<file path="config.mk">
export PLATFORM = sky130hd
export DESIGN_NAME = zport_waitreq
export DESIGN_NICKNAME = d
export VERILOG_FILES = /design/src/rtl/zport_waitreq.sv
export SDC_FILE = /design/constraint.sdc
export NUM_CORES = 1
export LEC_CHECK = 0
export ABC_CLOCK_PERIOD_IN_PS = 2000
export BUFFER_PORTS_ARGS = -buffer_cell sky130_fd_sc_hd__buf_2
export CAP_MARGIN = 20
export CORE_MARGIN = 2
export CORE_UTILIZATION = 45
export CTS_CLUSTER_DIAMETER = 120
export CTS_CLUSTER_SIZE = 16
export DETAILED_ROUTE_END_ITERATION = 7
export GPL_TIMING_DRIVEN = 0
export PLACE_DENSITY_LB_ADDON = 0.3
export SLEW_MARGIN = 20
export SYNTH_ARGS = -nofsm -noshare
export SYNTH_HDL_FRONTEND = slang
export SYNTH_SLANG_ARGS = --single-unit
export TNS_END_PERCENT = 30
</file>
<file path="constraint.sdc">
create_clock -name fclk -period 2 [get_ports fclk]
set_clock_uncertainty 0.2 [all_clocks]
set_input_delay 0.5 -clock fclk [delete_from_list [all_inputs] [get_ports fclk]]
set_output_delay 0.5 -clock fclk [all_outputs]
set_load 0.02 [all_outputs]
</file>
<file path="src/rtl/zport_waitreq.sv">
// Z80 I/O wait request front end: synchronises the strobes, decodes gluclock and COM-port
// accesses, latches the access and sequences wait_start / wait_end with a stuck-wait watchdog.
//
// state | meaning
// IDLE  | waiting for a matching I/O access
// PEND  | access latched, waiting for avr_done or the watchdog
// HOLD  | wait released, waiting for the Z80 to finish the I/O cycle
module zport_waitreq #(
    parameter logic [15:0] GLUCLOCK_PORT = 16'hBFF7,
    parameter logic [7:0]  COM_LO        = 8'hEF,
    parameter logic [4:0]  COM_HI_MASK   = 5'b11111,
    parameter int          TO_W          = 12
) (
    input  logic        fclk,
    input  logic        rst_n,
    input  logic [15:0] za,
    input  logic [7:0]  zd_in,
    input  logic        iorq_n,
    input  logic        rd_n,
    input  logic        wr_n,
    input  logic        m1_n,
    input  logic        gluclock_ena,
    input  logic        comport_ena,
    input  logic        avr_done,
    output logic        wait_start_gluclock,
    output logic        wait_start_comport,
    output logic        wait_end,
    output logic [15:0] wait_addr,
    output logic        wait_rnw,
    output logic [7:0]  wait_wrdata,
    output logic        busy,
    output logic        timeout
);

    typedef enum logic [1:0] {
        IDLE = 2'd0,
        PEND = 2'd1,
        HOLD = 2'd2
    } state_t;

    state_t          state, state_nxt;
    logic [1:0]      iorq_sr, rd_sr, wr_sr, m1_sr;
    logic            iorq_s, rd_s, wr_s, m1_s;
    logic            io_act, io_act_d, io_start;
    logic [TO_W-1:0] cnt, cnt_nxt, cnt_inc;
    logic            glu, com, tc, latch_en;
    logic            start_glu_nxt, start_com_nxt, end_nxt, to_nxt;

    always_ff @(posedge fclk or negedge rst_n) begin
        if (!rst_n) begin
            iorq_sr <= 2'b11;
            rd_sr   <= 2'b11;
            wr_sr   <= 2'b11;
            m1_sr   <= 2'b11;
        end else begin
            iorq_sr <= {iorq_sr[0], iorq_n};
            rd_sr   <= {rd_sr[0], rd_n};
            wr_sr   <= {wr_sr[0], wr_n};
            m1_sr   <= {m1_sr[0], m1_n};
        end
    end

    assign iorq_s = iorq_sr[1];
    assign rd_s   = rd_sr[1];
    assign wr_s   = wr_sr[1];
    assign m1_s   = m1_sr[1];

    // M1 low with IORQ is an interrupt acknowledge, never a port access
    assign io_act = ~iorq_s & (~rd_s | ~wr_s) & m1_s;

    always_ff @(posedge fclk or negedge rst_n) begin
        if (!rst_n) begin
            io_act_d <= 1'b0;
            io_start <= 1'b0;
        end else begin
            io_act_d <= io_act;
            io_start <= io_act & ~io_act_d;
        end
    end

    assign glu     = (za == GLUCLOCK_PORT) & gluclock_ena;
    assign com     = (za[7:0] == COM_LO) & (za[15:11] == COM_HI_MASK) & comport_ena;
    assign cnt_inc = cnt + {{(TO_W-1){1'b0}}, 1'b1};
    // fires on the edge that brings the counter to all-ones, i.e. after 2**TO_W-1 PEND cycles
    assign tc      = &cnt_inc;

    always_comb begin
        state_nxt     = state;
        cnt_nxt       = cnt;
        latch_en      = 1'b0;
        start_glu_nxt = 1'b0;
        start_com_nxt = 1'b0;
        end_nxt       = 1'b0;
        to_nxt        = 1'b0;
        case (state)
            IDLE: begin
                if (io_start && (glu || com)) begin
                    latch_en      = 1'b1;
                    start_glu_nxt = glu;
                    start_com_nxt = ~glu & com;
                    cnt_nxt       = '0;
                    state_nxt     = PEND;
                end
            end
            PEND: begin
                cnt_nxt = cnt_inc;
                if (avr_done) begin
                    end_nxt   = 1'b1;
                    state_nxt = HOLD;
                end else if (tc) begin
                    end_nxt   = 1'b1;
                    to_nxt    = 1'b1;
                    state_nxt = HOLD;
                end
            end
            HOLD: begin
                if (!io_act) begin
                    cnt_nxt   = '0;
                    state_nxt = IDLE;
                end
            end
            default: begin
                cnt_nxt   = '0;
                state_nxt = IDLE;
            end
        endcase
    end

    always_ff @(posedge fclk or negedge rst_n) begin
        if (!rst_n) begin
            state               <= IDLE;
            cnt                 <= '0;
            wait_start_gluclock <= 1'b0;
            wait_start_comport  <= 1'b0;
            wait_end            <= 1'b0;
            timeout             <= 1'b0;
        end else begin
            state               <= state_nxt;
            cnt                 <= cnt_nxt;
            wait_start_gluclock <= start_glu_nxt;
            wait_start_comport  <= start_com_nxt;
            wait_end            <= end_nxt;
            timeout             <= to_nxt;
        end
    end

    always_ff @(posedge fclk or negedge rst_n) begin
        if (!rst_n) begin
            wait_addr   <= '0;
            wait_rnw    <= 1'b0;
            wait_wrdata <= '0;
        end else if (latch_en) begin
            wait_addr   <= za;
            wait_rnw    <= ~rd_s;
            wait_wrdata <= zd_in;
        end
    end

    assign busy = (state != IDLE);

endmodule

</file>
==> results.yml <==
logic_synthesis:
  syn_nets: 229
  syn_avg_cell_area_sq_um: 11.8
  synth_edf_count: 0
  synth_ff_type: "dfrtp_1"
  synth_cells: 193
  yosysSeqAreaShare: 0.589
  synth_cell_types: 45
  syn-cell-area_sq_um: 2270
  synth_warnings: 0
  ys_async_sr_fraction: 1.00
  synth-seq-cells: 53
die:
  die_area_sq_um: 5630
  fp.dieW_um: 75.0
  die_h_um: 75.0
  placementRows: 25
  design.core.area_sq_um: 4790
  ios: 63
  start_util: 0.474
layout:
  n_antenna_cell: 0
  final_cell_count_no_fill: 343
  final_nets: 311
  area_delta_synth_final_pct: 34.6
  n_fill_cell: 383
  layout_common_cells: "61 x buf_2, 37 x dfrtp_1, 14 x o21ai_0"
  drive_above_1_share: 0.489
  fin_area_sq_um: 3060
  final_util: 0.638
  layout_commonest_cell: "buf_2"
grt:
  grt_start_max_net_pins: 54
  grt_usage: 0.166
  grt-ovfl-total: 0
  antenna_found_initial: 0
  grt_first_pass_wirelength_mm: 6.96
  first_global_vias: 1532
critical_path:
  startpoint: "cnt[0]"
  cpPeakStageDelay_ps: 450
  required_ps: 2030
  cp.arrival_ps: 2030
  path_cells: "buf_6 -> and3_4 -> nand3_2 -> xor2_2 -> nor4_4 -> and2_4 -> nor3b_4"
  end_kind: "flip-flop"
  path_class: "reg2reg"
  path_max_fanout: 7
  worstReg2RegStart: "cnt[0]"
  cp-start-kind: "flip-flop"
  cp_slowest_cell: "dfrtp_2"
sta:
  hold_viol_final: 0
  worst_hold_slack_ps: 1.23
  fmax_mhz: 501
  report.final.slew_viol_count: 0
  period_share: 0.998
  worstMarginPinSlew_ps: 639
  rsz0062_at_grt: "true"
  finalSetupViolations: 0
  relSlewSlack: 0.574
  post-route-min-period_ps: 2000
clocking:
  cts_tree: "built"
  cts_sinks: 53
  numCtsBuffers: 5
  clock_insertion_delay_worst_skew_ps: 310
  hold_buffers: 0
  clock_path_buffers: 2
  root_buffer: "clkbuf_8"
  clkTransAtPathRegs_ps: 90
  cts_htree_levels: 2
power_and_ir_drop:
  ir_drop_v: 0.000519
  p_per_area_nw_per_um2: 614
  p_total_mw: 1.87
  leakage_nw: 1.58
routing:
  dr.first_iter.drc_count: 89
  vias_per_cell: 5.03
  routed_wl_mm: 4.99
  drc: 0
  avgRoutedWirePerCell_um: 14.5
  ant_nets: 0
  vias: 1724
  first_pass_iters: 4
outcome:
  status: "completed"
placement:
  place_area_sq_um: 2670
  dpl.hpwl_mm: 3.15
  place_congestion: 0.875
  port_buffers: 62
  placed_cells: 322
hold_path:
  min_path_type: "in2async"
run:
  drv_cap: 0
-- registers in the layout (all words and copies together), names as in the netlist --
signal               cells
rd_sr                    2
wait_end                 1
wait_wrdata              8
io_start                 1
wr_sr                    2
io_act_d                 1
m1_sr                    2
timeout                  1
cnt                     12
wait_start_comport       1
wait_addr               16
wait_rnw                 1
wait_start_gluclock      1
iorq_sr                  2
state                    2
-- path summary, 6_finish.rpt --
check	cells after the start	slack, ps	to
max	7	4	timeout
min	1	1	cnt[4]
max reg2reg	7	4	timeout
min reg2reg	0	160	rd_sr[1]
max in group asynchronous	1	1120	cnt[6]
min in group fclk	1	80	iorq_sr[0]
-- per-layer routing --
metal  GRT usage  vias to the layer above  share of wire
met4      0.0794                        0          0.013
met1       0.223                      828           0.41
met5           0                        -              0
met2       0.244                       47           0.52
met3      0.0522                        9          0.050
li1            -                      840              -
-- critical path: cells and delay by family (launching register included) --
kind / cells / cell delay (ps)
xor+xnor: 1 / 170
buf+inv: 1 / 150
flops: 1 / 450
simple gates: 5 / 940
-- per-stage QoR --
stage | TNS (ps) | setup WS, ps
2_1_floorplan | -156 | -26.0
3_3_place_gp | -5640 | -277
3_5_place_dp | -6030 | -301
4_1_cts | 0 | 3.90
5_1_grt | -444 | -106
6_report | 0 | 3.87
-- cell usage after synthesis, types with 3 or more instances --
cell | number | area (sq um)
nand2b_1 | 13 | 81.3
dfrtp_1 | 45 | 1130
a21oi_1 | 5 | 25.0
mux2_2 | 6 | 67.6
nor3_1 | 3 | 15.0
buf_2 | 3 | 15.0
o21ai_0 | 15 | 75.1
mux2_1 | 7 | 78.8
nand2_1 | 11 | 41.3
nand3_1 | 7 | 35.0
or2_2 | 3 | 18.8
ha_1 | 3 | 37.5
and2_1 | 6 | 37.5
o31ai_1 | 5 | 37.5
dfstp_2 | 8 | 210
inv_1 | 3 | 11.3
clkbuf_1 | 4 | 15.0
nor2_1 | 9 | 33.8
nand4_1 | 4 | 25.0
-- cell type report --
cell class              instances  area [sq um]  share of cell area
flip-flops and latches         53          1350               0.441
multi-input cells             128           996               0.326
plain buffers                   9          73.8              0.0242
repair buffers                 75           430               0.141
well taps                      67          83.8              0.0274
inverters                       3          13.8             0.00450
clock inverters                 2          38.8              0.0127
clock buffers                   6          72.6              0.0238
-- report_power, final --
part	internal [mW]	total, mW	leakage, nW	switching (mW)
combinational	0.0264	0.0613	0.826	0.0349
sequential	1.09	1.09	0.698	0.00369
clock	0.376	0.722	0.0554	0.346
total	1.49	1.87	1.58	0.385
-- cell families (layout without fill, tap and decap cells) --
family | after synthesis | after routing | synth area share
and+or+nand+nor | 70 | 70 | 0.186
DFF | 53 | 53 | 0.589
AOI/OAI and AO/OA | 38 | 38 | 0.104
muxes | 13 | 13 | 0.0645
buffers and inverters | 12 | 95 | 0.0248
xor gates and xnor gates | 4 | 4 | 0.0154
adders and majority gates | 3 | 3 | 0.0165
-- repair_timing --
action                                  in CTS  in global routing
gates cloned                                 0                  0
pin swaps                                    4                  7
setup buffers                                2                 11
gates resized for setup                     13                 38
endpoints found under the setup margin       5                 16
Note: power is estimated with default switching activity, not from simulation.
